### src/rtl/serial_adder_ctrl.sv
// ---------------------------------------------------------------------------
// serial_adder_ctrl
//   Bit-serial adder: computes {cout,sum} = a + b + cin one bit per clock
//   through a single 1-bit full adder, under a three-state controller
//   (IDLE -> RUN -> DONE -> IDLE).
//
// Ports
//   clk    in   1      clock, rising edge
//   rst    in   1      asynchronous, active-high reset
//   start  in   1      request; accepted only in IDLE
//   a, b   in   WIDTH  unsigned operands, captured on the accepting edge
//   cin    in   1      carry-in, captured on the accepting edge
//   busy   out  1      high while in RUN (WIDTH cycles)
//   done   out  1      one-cycle pulse in DONE, result valid
//   sum    out  WIDTH  registered result, held until the next accept
//   cout   out  1      registered final carry
// ---------------------------------------------------------------------------

// Single-bit full adder shared by every bit step.
module sac_fa (
  input  logic x,
  input  logic y,
  input  logic c,
  output logic s,
  output logic co
);
  assign s  = x ^ y ^ c;
  assign co = (x & y) | (x & c) | (y & c);
endmodule

module serial_adder_ctrl #(
  parameter int WIDTH = 8
) (
  input  logic             clk,
  input  logic             rst,
  input  logic             start,
  input  logic [WIDTH-1:0] a,
  input  logic [WIDTH-1:0] b,
  input  logic             cin,
  output logic             busy,
  output logic             done,
  output logic [WIDTH-1:0] sum,
  output logic             cout
);
  localparam int IW = (WIDTH > 1) ? $clog2(WIDTH) : 1;

  typedef enum logic [1:0] {
    IDLE = 2'd0,
    RUN  = 2'd1,
    DONE = 2'd2
  } state_t;

  state_t           state, state_nxt;
  logic [WIDTH-1:0] a_l, b_l;
  logic             carry;
  logic [IW-1:0]    idx;
  logic             fa_s, fa_co;
  logic             last_step;

  // Current bit of the latched operands feeds the one full adder.
  sac_fa u_fa (
    .x  (a_l[idx]),
    .y  (b_l[idx]),
    .c  (carry),
    .s  (fa_s),
    .co (fa_co)
  );

  assign last_step = (idx == IW'(WIDTH-1));

  // ---- state register ----
  always_ff @(posedge clk or posedge rst) begin
    if (rst) state <= IDLE;
    else     state <= state_nxt;
  end

  // ---- next-state logic ----
  // start is only looked at in IDLE, so requests in RUN/DONE are dropped.
  always_comb begin
    state_nxt = state;
    case (state)
      IDLE:    if (start)     state_nxt = RUN;
      RUN:     if (last_step) state_nxt = DONE;
      DONE:                   state_nxt = IDLE;
      default:                state_nxt = IDLE;
    endcase
  end

  // ---- outputs decoded from state ----
  always_comb begin
    busy = 1'b0;
    done = 1'b0;
    case (state)
      RUN:     busy = 1'b1;
      DONE:    done = 1'b1;
      default: ;
    endcase
  end

  // ---- datapath ----
  // Operands are snapshotted at accept so later input changes cannot leak
  // into the result. The index stops at WIDTH-1 on the final step rather
  // than wrapping; it is reloaded to 0 on the next accept.
  always_ff @(posedge clk or posedge rst) begin
    if (rst) begin
      a_l   <= '0;
      b_l   <= '0;
      carry <= 1'b0;
      idx   <= '0;
      sum   <= '0;
      cout  <= 1'b0;
    end else begin
      case (state)
        IDLE: begin
          if (start) begin
            a_l   <= a;
            b_l   <= b;
            carry <= cin;
            idx   <= '0;
            sum   <= '0;
            cout  <= 1'b0;
          end
        end
        RUN: begin
          sum[idx] <= fa_s;
          carry    <= fa_co;
          if (last_step) cout <= fa_co;
          else           idx  <= idx + IW'(1);
        end
        default: ;
      endcase
    end
  end

endmodule

### config.mk
export PLATFORM = sky130hd
export DESIGN_NAME = serial_adder_ctrl
export DESIGN_NICKNAME = d
export VERILOG_FILES = /design/src/rtl/serial_adder_ctrl.sv
export SDC_FILE = /design/constraint.sdc
export NUM_CORES = 1
export LEC_CHECK = 0
export CORE_MARGIN = 4
export CORE_UTILIZATION = 57
export CTS_BUF_LIST = sky130_fd_sc_hd__clkbuf_4
export CTS_CLUSTER_SIZE = 25
export DETAILED_ROUTE_END_ITERATION = 8
export MAX_ROUTING_LAYER = met4
export PLACE_DENSITY = 0.88
export SETUP_SLACK_MARGIN = 0.05
export SYNTH_ARGS = -nofsm -noshare
export SYNTH_HDL_FRONTEND = slang
export SYNTH_SLANG_ARGS = --single-unit
### constraint.sdc
create_clock -name clk -period 6.7 [get_ports clk]
set_input_delay 1.675 -clock clk [delete_from_list [all_inputs] [get_ports clk]]
set_output_delay 1.675 -clock clk [all_outputs]
set_load 0.01 [all_outputs]
Word-level counts from Yosys, hierarchy flattened
Cells that the tools add are included.

Flip-flop bits (word level): 31. Input bits: 20.

$add $sub $neg: 1. Order comparisons: 2. Equality and inequality tests: 6. Muxes and demuxes: 22. Bitwise gates (word level): 7. Reduce and logical (&&, ||, !) cells: 8.

Operator list (count): one-hot mux 8 bit (2 select lines) (1); bitwise mux 8 bit (1); two-way mux 1 bit (8); two-way mux 8 bit (1); binary-select mux 1 bit (select 3 bit) (2); two-way mux 3 bit (2); != test 2 bit, second input constant (3); one-hot mux 3 bit (2 select lines) (1); AND reduction 2 bit (3); AND reduction 3 bit (2); < comparator 3 x 4 -> 1 bit, second input constant (1); two-way mux 2 bit (2); one-hot mux 1 bit (2 select lines) (2); one-hot mux 2 bit (2 select lines) (1); adder 3 x 1 -> 3 bit, second input constant (1); AND 1 bit (3); demux 1 bit (select 3 bit) (1); equality test 3 bit, second input constant (1); >= comparator 3 x 1 -> 1 bit, second input constant (1); equality test 2 x 1 -> 1 bit, second input constant (1); equality test 2 bit, second input constant (1); zero test 2 bit (1); OR 1 bit (2); nonzero test 2 bit (1); 2 further kinds (3).

Longest topological paths before layout
Depth after elaboration: 7. Gate-level depth with buffers: 8. Gate-level depth less buffers: 6.

Modules after synthesis
Synthesis repeated with hierarchy kept, for this count alone.

Cells, all modules: 104. Area, all modules: 1506.4 um2.

Modules (own cells, without submodules): serial_adder_ctrl (instances 1, cells an instance 103, area an instance 1486.4 um2); sac_fa (instances 1, cells an instance 1, area an instance 20.0 um2).

Least setup slack after synthesis
No wires, ideal clock.

Path kind: input port to flip-flop. Start point: input start. End point: register sum[4]. Setup time: 0.134 ns. Data arrival time: 2.337 ns. Data required time: 6.566 ns. Setup slack: 4.230 ns. Cell stages on the path: 6. Path through: nand2b_4 > or2_1 > buf_6 > buf_8 > o311ai_4 > o41ai_2.

Word-level cells in the longest chain between the ends: 2.

Ends and longest elaborated chain: from (decl) (line 36) `input logic start,`; != test 2 bit (no source line); AND reduction 2 bit (no source line); to (signal, indexed assignment) (line 125) `sum[idx] <= fa_s;`; to (decl) (line 42) `output logic [WIDTH-1:0] sum,`.

Every way passes these cells. A chain may end at the register's enable or synchronous reset.

Worst setup path in the final report
Start point: register state[1]. End point: output busy.

Word-level cells in the longest chain between the ends: 2.

Ends and longest elaborated chain: from (decl) (line 53) `state_t state, state_nxt;`; from (signal assigned) (line 74) `else state <= state_nxt;`; equality test 2 x 1 -> 1 bit (line 93) `case (state)`; two-way mux 1 bit (line 93); to (decl) (line 40) `output logic busy,`.

Every way passes these cells.

==> impl_metrics.ini <==
[placement]
gp_congestion = 0.769
place_ws_ns = 3.21
numPortBuffers = 30
place.detailed.hpwl_um = 2150
place_area_sq_mm = 0.00182

[clock_network]
clkSinkCount = 31
cts_buffers = 5
clk_pin_slew_worst_paths_ns = 0.09
clockBufferDepth = 2
ctsHoldBuffers = 0
cts_setup_buffers = 0
cts_tree = yes
cts-root-buf = clkbuf_4
cts.repair.resized = 0
worstSkewPairLatency_ns = 0.34
htree_levels = 2

[timing]
fmax_mhz = 302
clock_skew_ns = 0.0181
finalSetupViolations = 0
tightest_slew_ns = 1.14
slew_headroom = 0.241
post-route-period-util = 0.494
fin_crit_ns = 3.31
report.final.slew_viol_count = 0
timing.final.ws_setup_ns = 3.39
fin_tns_setup_ns = 0
final_hold_viol_count = 0
rsz0062_at_grt = no

[worst_setup_path]
cp.arrival_ns = 1.64
path_max_fanout = 7
critPathRequiredTime_ns = 5.03
endpoint_kind = output port
startpoint_type = register
worstSetupPathType = reg -> out

[global_route]
grt_pass1_vias = 1157
use_met3 = 0.0648
antenna_found_initial = 0
grt_use_total = 0.199
gr-total-overflow = 0
grt_pass1_wl_um = 5050
busiest_layer = met2
grt_use_met1 = 0.223
grt_max_degree = 32
grt_use_met2 = 0.336

[layout]
multi_input_area_sq_um = 691
finalInstanceArea_sq_mm = 0.00190
syn_to_final_growth_pct = 22.6
drive_above_1_share = 0.126
regArea_sq_um = 776
fillCellCount = 186
num_antenna_cells = 0
nets = 205

[floorplanning]
ioPinCount = 31
rows = 18
fp.dieH_um = 60.1
initial_core_util = 0.609
die_area_sq_mm = 0.00362
fp.dieW_um = 60.1
coreArea_sq_mm = 0.00254

[yosys]
netlist.area_leader.share = 0.501
yosys.area.top_type = dfrtp_1
synth_common_cells = nand2_1 (54), dfrtp_1 (31), mux2i_1 (6), nor2_1 (6), buf_2 (5)
synth-edff-count = 0
netlist_area_sq_mm = 0.00155
yosysWarnings = 0
async_reset_ff_frac = 1.00
synthCells = 154
synthTopCellsByArea = dfrtp_1 (50%), nand2_1 (13%), mux2i_1 (3.9%)
syn_nets = 177
ys_dominant_reg_cell = dfrtp_1
yosysUniqueCellTypes = 41
synth-seq-cells = 31
ys_seq_area_frac = 0.501
yosysMostFrequentCell = nand2_1
postSynthAreaPerCell_sq_um = 10.1

[route]
wl_per_cell_um = 14.8
via_per_inst = 5.53
ant_nets = 0
drt_pre_antenna_iters = 4
vias = 1173
routed_wl_um = 3130
route.detailed.drc = 0
drt_iter0_markers = 37

[power_and_ir_drop]
power.density_mw_per_mm2 = 487
total_power_uw = 925
p_leak_nw = 0.899
irDropWorstVdd_uv = 435

[worst_hold_path]
hp-class = reg -> reg

[run]
cap_violations = 0

[run_status]
status = finished clean
-- routing by layer --
metal,wire [um],up-vias
met5,0,-
met4,57,0
met3,178,7
met2,1570,40
met1,1330,553
li1,-,573
-- sequential cells by signal, summed over array words and instances (netlist names) --
name   cells
a_l        8
b_l        8
carry      1
cout       1
idx        3
state      2
sum        8
-- metrics by stage --
| stage | hold slack [ns] | utilization | std cells |
|---|---|---|---|
| 3_5_place_dp | 0.470 | 0.717 | 205 |
| 6_report | 0.488 | 0.746 | 212 |
| 3_3_place_gp | 0.456 | 0.717 | 205 |
| 5_1_grt | 0.506 | 0.746 | 212 |
| 4_1_cts | 0.492 | 0.746 | 212 |
| 2_1_floorplan | 0.440 | - | 154 |
-- kinds of logic after synthesis --
kind of cell             Yosys count  share of synthesized area
AO/OA/AOI/OAI                     22                      0.135
adder cells (fa/ha/maj)            3                     0.0291
buffers and inverters             14                     0.0533
flip-flops                        31                      0.501
multiplexers                       9                     0.0606
AND/OR/NAND/NOR                   75                      0.221
-- cell usage in the layout (no fill, tap or decap), drive strengths merged, types with 3 or more instances in the layout --
master / Yosys / layout
nand2b: 5 / 5
inv: 4 / 4
clkbuf: 0 / 6
o41ai: 3 / 3
o311ai: 3 / 3
dfrtp: 31 / 31
nand2: 55 / 55
mux2i: 6 / 6
clkdlybuf4s50: 0 / 30
nor2: 8 / 8
mux2: 3 / 3
-- worst max-delay path, cell delays in order (launching register included) --
cell and delay (ns):
dfrtp_1 0.42, nand2b_4 0.21, clkinv_2 0.12, clkdlybuf4s50_1 0.56
-- where the power goes --
group | internal, mW | switching (mW)
Sequential | 0.270 | 0.0828
Clock | 0.0809 | 0.0626
Combinational | 0.197 | 0.231
-- cell type report --
type                    count  area share
flip-flops and latches     31       0.408
multi-input cells         109       0.364
repair buffers             30       0.158
clock buffers               6      0.0237
well taps                  30      0.0198
clock inverters             1      0.0158
inverters                   5      0.0105
-- worst paths after layout --
check                         start     end  slack [ns]  cells after the start
min in group asynchronous       rst  idx[1]        1.92                      2
max reg2reg                  idx[0]  sum[2]        4.12                      6
max                        state[1]    busy        3.39                      3
max in group asynchronous       rst  sum[4]        4.09                      2
min                          b_l[0]  b_l[0]        0.49                      2
min reg2reg                  b_l[0]  b_l[0]        0.49                      2
Note: power is estimated with default switching activity, not from simulation.
